===== src/rtl/types_pkg.sv =====
// rtl/types_pkg.sv - shared dispatch types and sizing constants
package types_pkg;

    localparam int NUM_PREG   = 128;
    localparam int PREG_IDX_W = $clog2(NUM_PREG);
    localparam int NUM_RS     = 3;
    localparam int ROB_IDX_W  = 5;
    localparam int CNT_W      = 16;

    typedef enum logic [1:0] {
        FU_ALU  = 2'd0,
        FU_BR   = 2'd1,
        FU_LSU  = 2'd2,
        FU_NONE = 2'd3
    } fu_type_e;

    typedef struct packed {
        logic [PREG_IDX_W-1:0] pd_new;
        logic [PREG_IDX_W-1:0] ps1;
        logic [PREG_IDX_W-1:0] ps2;
        logic [31:0]           imm;
    } rename_data;

endpackage


===== src/rtl/preg_ready_table.sv =====
// rtl/preg_ready_table.sv - physical-register ready bits with writeback bypass
module preg_ready_table
    import types_pkg::*;
(
    input  logic                  clk,
    input  logic                  reset,
    input  logic                  clr_en,
    input  logic [PREG_IDX_W-1:0] clr_preg,
    input  logic                  set_en,
    input  logic [PREG_IDX_W-1:0] set_preg,
    output logic [NUM_PREG-1:0]   rtable
);

    logic [NUM_PREG-1:0] table_q;
    logic [NUM_PREG-1:0] set_mask;

    // Writeback decode, used both for the update and the same-cycle bypass
    always_comb begin
        set_mask = '0;
        for (int i = 0; i < NUM_PREG; i++) begin
            set_mask[i] = set_en && (set_preg == PREG_IDX_W'(i));
        end
    end

    // Clear takes priority over set; preg 0 is hardwired ready
    always_ff @(posedge clk or posedge reset) begin
        if (reset) begin
            table_q <= '1;
        end else begin
            for (int i = 0; i < NUM_PREG; i++) begin
                if (i == 0) begin
                    table_q[i] <= 1'b1;
                end else if (clr_en && (clr_preg == PREG_IDX_W'(i))) begin
                    table_q[i] <= 1'b0;
                end else if (set_mask[i]) begin
                    table_q[i] <= 1'b1;
                end
            end
        end
    end

    assign rtable = table_q | set_mask;

endmodule


===== src/rtl/dispatch_unit.sv =====
// rtl/dispatch_unit.sv - single-entry dispatch buffer steering to RS and ROB
module dispatch_unit
    import types_pkg::*;
(
    input  logic                  clk,
    input  logic                  reset,
    input  logic                  rn_valid,
    output logic                  rn_ready,
    input  rename_data            rn_data,
    input  logic [1:0]            rn_fu,
    input  logic [6:0]            rn_opcode,
    input  logic [NUM_RS-1:0]     rs_full,
    output logic [NUM_RS-1:0]     di_en,
    output rename_data            di_data,
    output logic [1:0]            di_fu,
    output logic [6:0]            di_opcode,
    input  logic                  rob_full,
    input  logic [ROB_IDX_W-1:0]  rob_tail,
    output logic                  rob_alloc,
    output logic [ROB_IDX_W-1:0]  di_rob_index,
    input  logic                  wb_valid,
    input  logic [PREG_IDX_W-1:0] wb_preg,
    input  logic                  flush,
    output logic [NUM_PREG-1:0]   preg_rtable,
    output logic [CNT_W-1:0]      dispatched_cnt,
    output logic [CNT_W-1:0]      stall_cnt
);

    typedef enum logic {EMPTY = 1'b0, FULL = 1'b1} hold_state_e;

    hold_state_e state_q;
    rename_data  data_q;
    logic [1:0]  fu_q;
    logic [6:0]  opcode_q;
    logic        fire;
    logic        accept;
    logic        rs_blocked;
    logic [3:0]  rs_full_ext;
    logic [3:0]  fu_onehot;

    // Index 3 (no RS) maps to a constant not-full slot
    assign rs_full_ext = {1'b0, rs_full};
    assign rs_blocked  = rs_full_ext[fu_q];
    assign fire        = (state_q == FULL) && !rob_full && !rs_blocked && !flush;
    assign rn_ready    = !flush && ((state_q == EMPTY) || fire);
    assign accept      = rn_valid && rn_ready;

    assign fu_onehot    = 4'b0001 << fu_q;
    assign di_en        = fire ? fu_onehot[NUM_RS-1:0] : '0;
    assign rob_alloc    = fire;
    assign di_data      = data_q;
    assign di_fu        = fu_q;
    assign di_opcode    = opcode_q;
    assign di_rob_index = rob_tail;

    // Holding register: reload on accept, drain on fire or flush
    always_ff @(posedge clk or posedge reset) begin
        if (reset) begin
            state_q  <= EMPTY;
            data_q   <= '0;
            fu_q     <= '0;
            opcode_q <= '0;
        end else if (flush) begin
            state_q <= EMPTY;
        end else if (accept) begin
            state_q  <= FULL;
            data_q   <= rn_data;
            fu_q     <= rn_fu;
            opcode_q <= rn_opcode;
        end else if (fire) begin
            state_q <= EMPTY;
        end
    end

    // Saturating performance counters
    always_ff @(posedge clk or posedge reset) begin
        if (reset) begin
            dispatched_cnt <= '0;
            stall_cnt      <= '0;
        end else begin
            if (fire && (dispatched_cnt != '1)) begin
                dispatched_cnt <= dispatched_cnt + 1'b1;
            end
            if ((state_q == FULL) && !fire && !flush && (stall_cnt != '1)) begin
                stall_cnt <= stall_cnt + 1'b1;
            end
        end
    end

    preg_ready_table u_ready_table (
        .clk      (clk),
        .reset    (reset),
        .clr_en   (fire && (data_q.pd_new != '0)),
        .clr_preg (data_q.pd_new),
        .set_en   (wb_valid),
        .set_preg (wb_preg),
        .rtable   (preg_rtable)
    );

endmodule


===== config.mk =====
export PLATFORM = sky130hd
export DESIGN_NAME = dispatch_unit
export DESIGN_NICKNAME = d
export VERILOG_FILES = /design/src/rtl/types_pkg.sv /design/src/rtl/preg_ready_table.sv /design/src/rtl/dispatch_unit.sv
export SDC_FILE = /design/constraint.sdc
export NUM_CORES = 1
export LEC_CHECK = 0
export ABC_CLOCK_PERIOD_IN_PS = 8400
export BUFFER_PORTS_ARGS = -buffer_cell sky130_fd_sc_hd__buf_2
export CORE_MARGIN = 1
export CORE_UTILIZATION = 51
export CTS_CLUSTER_DIAMETER = 150
export DETAILED_ROUTE_END_ITERATION = 8
export PLACE_DENSITY_LB_ADDON = 0.08
export SLEW_MARGIN = 20
export SYNTH_ARGS = -nofsm -noshare
export SYNTH_HDL_FRONTEND = slang
export SYNTH_SLANG_ARGS = --single-unit

===== constraint.sdc =====
create_clock -name clk -period 8.4 [get_ports clk]
set_input_delay 0.42 -clock clk [delete_from_list [all_inputs] [get_ports clk]]
set_output_delay 0.42 -clock clk [all_outputs]
set_load 0.1 [all_outputs]

Word-level counts from Yosys, hierarchy flattened --
Cells that the tools add are included.
Storage, ports and cells: bits in registers 222, output and inout port bits 232
Operators by class: add/subtract/negate cells 2, magnitude comparators 1, equal/unequal tests 256, shifts and indexed selects 1, multiplexer cells 260, bitwise operators 3, reduce and logical (&&, ||, !) cells 401
Operators by type and width (count):
- == test 7 bit (second input constant) | 128
- == test 7 x 6 -> 1 bit (second input constant) | 64
- logical AND 1 bit | 265
- two-way mux 1 bit | 258
- nonzero test 2 bit | 127
- == test 7 x 5 -> 1 bit (second input constant) | 32
- bitwise OR 128 bit | 1
- == test 7 x 4 -> 1 bit (second input constant) | 16
- == test 7 x 3 -> 1 bit (second input constant) | 8
- adder 16 x 1 -> 16 bit (second input constant) | 2
- inequality test 16 bit (second input constant) | 2
- == test 7 x 2 -> 1 bit (second input constant) | 4
- == test 7 x 1 -> 1 bit (second input constant) | 2
- zero test 7 bit | 1
- nonzero test 7 bit | 1
- zero test 1 bit | 4
- less-than comparator 2 x 3 -> 1 bit (second input constant) | 1
- two-way mux 3 bit | 1
- nonzero test 3 bit | 1
- left shift 1 x 2 -> 3 bit (first input constant) | 1
- binary-select mux 1 bit (select 2 bit) | 1
- NOT 1 bit | 2
- AND reduction 2 bit | 1
- logical OR 1 bit | 1

Depth between registers and ports, before layout --
word-level depth 10, gate-level depth with buffers 8

Modules after synthesis --
A second synthesis with hierarchy kept.
Second synthesis, totals: cells, all modules 819, area, all modules 10754.1 sq um
By module, submodules not included:
- preg_ready_table | instances 1, cells an instance 529, area an instance 6431.2 sq um, seq. area each 3337.0 sq um
- dispatch_unit | instances 1, cells an instance 290, area an instance 4322.9 sq um, seq. area each 2377.3 sq um

Worst setup path before layout --
Ideal clock, no wire load.
path kind flip-flop to output port, start point reg fu_q[1], in the netlist di_fu[1], end point out di_en[2], arrival 4.132 ns, path slack 3.848 ns, stages on the path, launching flop included 3, buffers on the path 1, cell sequence dfrtp_1 -> buf_4 -> nor4bb_1
Between the ends: cells in the longest elaborated chain, start to end 6
Ends and longest elaborated chain:
- from (decl) | RTL line dispatch_unit.sv:33 | logic [1:0] fu_q;
- from (signal assigned) | RTL line dispatch_unit.sv:68 | fu_q <= rn_fu;
- binary-select mux 1 bit (select 2 bit) | RTL line dispatch_unit.sv:43 | assign rs_blocked = rs_full_ext[fu_q];
- two-way mux 1 bit (not written as such) | RTL line dispatch_unit.sv:43
- zero test 1 bit | RTL line dispatch_unit.sv:44 | assign fire = (state_q == FULL) && !rob_full && !rs_blocked && !flush;
- logical AND 1 bit (2 in series) | RTL line dispatch_unit.sv:44
- two-way mux 3 bit (*) | RTL line dispatch_unit.sv:49 | assign di_en = fire ? fu_onehot[NUM_RS-1:0] : '0;
- to (decl) | RTL line dispatch_unit.sv:13 | output logic [NUM_RS-1:0] di_en,
Every way passes the cells marked *; elsewhere a longest branch is shown, timed or not. The select of a mux whose other input is x is not followed.

Final worst setup path --
start point reg fu_q[1], in the netlist di_fu[1], end point reg data_q (netlist bit di_data[22])
Between the ends: cells in the longest elaborated chain, start to end 9
Ends and longest elaborated chain:
- binary-select mux 1 bit (select 2 bit) | RTL line dispatch_unit.sv:43
- two-way mux 1 bit (not written as such) | RTL line dispatch_unit.sv:43
- zero test 1 bit | RTL line dispatch_unit.sv:44
- logical AND 1 bit (2 in series) | RTL line dispatch_unit.sv:44
- logical OR 1 bit | RTL line dispatch_unit.sv:45 | assign rn_ready = !flush && ((state_q == EMPTY) || fire);
- logical AND 1 bit | RTL line dispatch_unit.sv:45
- logical AND 1 bit | RTL line dispatch_unit.sv:46 | assign accept = rn_valid && rn_ready;
- AND reduction 2 bit (no source line)
- to (signal assigned) | RTL line dispatch_unit.sv:67 | data_q <= rn_data;
- to (decl) | RTL line dispatch_unit.sv:32 | rename_data data_q;
No other way between the ends. The select of a mux whose other input is x is not followed. A chain may end at the register's enable or synchronous reset.

==> run_results.csv <==
group,metric,value,unit
placement,gp_congestion,0.843,
cts,numCtsBuffers,25,
pwr,ir_drop,233,uV
placement,io_buffers,303,
pwr,power.internal,2.20,mW
global_routing,grt_max_degree,142,
synth,synth_edf_count,0,
cts,htree_levels,1,
synth,ys_seq_elements,222,
pwr,p_clk_frac,0.245,
synth,synth_area,9790,um2
setup_path,worstSetupEndpointType,"flip-flop",
drt,drt-total-wl,27.5,mm
setup_path,slowest_delay,0.66,ns
cts,clk_latency,0.52,ns
finish,layout.nets,1168,
setup_path,cp_max_fo,55,
floorplanning,coreArea,18800,um2
setup_path,crit_family,"multiplexers",
sta,setup-violations-final,0,
setup_path,worst_setup_path_start_kind,"flip-flop",
cts,root_buffer,"clkbuf_16",
sta,period_share,0.353,
finish,drive_above_1_share,0.510,
finish,areaGrowthSynthToFinish,25.4,%
finish,antennaDiodeCount,0,
drt,route.vias.total,7407,
sta,tightest_slew,1.13,ns
sta,hold_viol_final,0,
drt,antenna_left,0,
setup_path,crit_top_cell,"mux2i_1",
global_routing,grt_first_pass_wirelength,43.2,mm
synth,ys_warn_count,0,
setup_path,r2r_cells,6,
pwr,power.total,4.22,mW
setup_path,crit_chain,"mux2i_1 -> mux2i_1 -> o21ai_0 -> nor3b_2 -> buf_4 -> mux2_2",
cts,cts_tree,"built",
global_routing,groute.usage.overall,0.284,
synth,synth_fp_nets,869,
pwr,p_sw_frac,0.479,
pwr,seq_power_share,0.329,
floorplanning,die_w,141,um
synth,yosysUniqueCellTypes,49,
synth,seq_area_frac_synth,0.584,
run,cap_violations,0,
synth,avgSynthCellArea,12.5,um2
sta,slew_headroom,0.245,
global_routing,antenna_found_initial,0,
setup_path,path_buf_inv,1,
synth,netlist_instances,784,
sta,max_freq,337,MHz
synth,async_flop_share,1.00,
sta,drv_slew,0,
floorplanning,io_pins,315,
hold_path,hold_class,"primary input to asynchronous set/reset pin",
global_routing,grt_pass1_vias,7756,
pwr,p_comb_frac,0.427,
floorplanning,core.rowCount,50,
drt,viasPerCell,5.55,
drt,first_pass_iters,5,
pwr,p_sw,2.02,mW
run_status,status,"completed",
floorplanning,fp.dieH,141,um
floorplanning,die_area,19800,um2
setup_path,cp.depth,6,
placement,hpwl,19.0,mm
drt,avgRoutedWirePerCell,20.6,um
sta,finalCriticalPeriod,2.97,ns
global_routing,grt_overflow,0,
pwr,pwr_density_cell,344,nW/um2
drt,drc,0,
drt,first_iter_violations,401,
cts,postCtsResizedCells,0,
cts,holdBufCountCts,0,
sta,final.setup.tns,0,ns
cts,clk_path_buf_depth,3,
pwr,total_leakage_power,6.49,nW
synth,synth_ff_type,"dfstp_2",
setup_path,crit_required,8.80,ns
setup_path,cp_slowest_cell,"buf_4",
sta,rsz0062_at_grt,"false",
setup_path,crit_arrival,3.36,ns
cts,post-cts-setup-buffer-count,0,
floorplanning,start_util,0.522,
sta,fin_worst_skew,0.00819,ns
cts,path_clk_slew,0.06,ns
cts,clock-sinks,222,
setup_path,critPathKind,"flip-flop to flip-flop",
## flip-flops by register name, summed over array words and instances, names as in the netlist
signal,flops
u_ready_table.table_q,127
di_data,53
dispatched_cnt,16
stall_cnt,16
di_opcode,7
di_fu,2
state_q,1
## cells in the mapped netlist (9+ instances only)
library cell	instances	share of area
clkbuf_1	21	0.0081
nand3_1	14	0.0072
a21o_1	123	0.094
dfstp_2	127	0.34
xor2_1	9	0.0081
nor2_1	59	0.023
nand4_1	9	0.0058
dfrtp_1	95	0.24
xnor2_1	21	0.019
mux2_2	64	0.074
a21boi_1	10	0.0077
buf_4	9	0.0069
a21boi_0	117	0.090
nand2_1	18	0.0069
## worst paths after layout
kind	from	end	slack (ns)
max reg2reg	di_fu[1]	di_data[22]	5.43
min in group clk	rn_fu[1]	di_fu[1]	0.13
min	reset	di_opcode[0]	0.13
max	di_fu[1]	di_data[22]	5.43
max in group asynchronous	reset	u_ready_table.table_q[3]	7.01
min reg2reg	stall_cnt[15]	stall_cnt[15]	0.48
## metal layers
| layer | part of all wire | wire [um] | track usage |
|---|---|---|---|
| met3 | 0.074 | 2050 | 0.0653 |
| met5 | 0 | 0 | 0 |
| met1 | 0.42 | 11700 | 0.374 |
| met4 | 0.024 | 658 | 0.0892 |
| met2 | 0.48 | 13100 | 0.466 |
## placed cells by master, fill, tap and decap left out, drive strengths merged, types with 9 or more instances in the layout
cell type / netlist / final
nand2: 18 / 18
nor3: 9 / 9
nand4: 9 / 9
dfstp: 127 / 127
a21o: 123 / 123
dfrtp: 95 / 95
nor2: 59 / 59
mux2: 64 / 64
a21boi: 127 / 127
xor2: 9 / 9
buf: 22 / 315
xnor2: 21 / 21
nand3: 14 / 14
clkbuf: 21 / 38
## metrics by stage
stage	hold WS (ns)	std cells	setup slack, ns	area [um2]	utilization
floorplan	0.483	784	2.11	9790	-
global placement	0.467	1289	5.46	11500	0.611
detailed placement	0.479	1289	5.45	11500	0.611
CTS	0.110	1333	5.39	12200	0.652
global route	0.113	1334	5.21	12300	0.654
finish	0.127	1334	5.43	12300	0.654
## power groups by stage
stage	sequential, mW	combinational, mW	clock [mW]
final	1.39	1.80	1.03
after floorplan	1.95	0.968	0
after CTS	1.39	1.81	1.05
after global routing	1.41	1.86	1.10
after detailed placement	1.40	1.80	0
after global placement	1.39	1.79	0
## cell families after synthesis
group                    after synthesis  synth area share
AND/OR/NAND/NOR                      150            0.0783
multiplexers                          67            0.0767
adder cells (fa/ha/maj)                2           0.00256
AO/OA/AOI/OAI                        264             0.205
buffers and inverters                 48            0.0270
XOR/XNOR                              30            0.0268
other                                  1          0.000383
flip-flops                           222             0.584
## final cells by class
cell class / count / area [um2]
inverters: 5 / 26.3
well taps: 234 / 293
clock buffers: 38 / 714
flip-flops and latches: 222 / 5710
repair buffers: 315 / 1630
clock inverters: 6 / 56.3
fillers: 1518 / 6490
multi-input cells: 514 / 3850
Note: power is estimated with default switching activity, not from simulation.
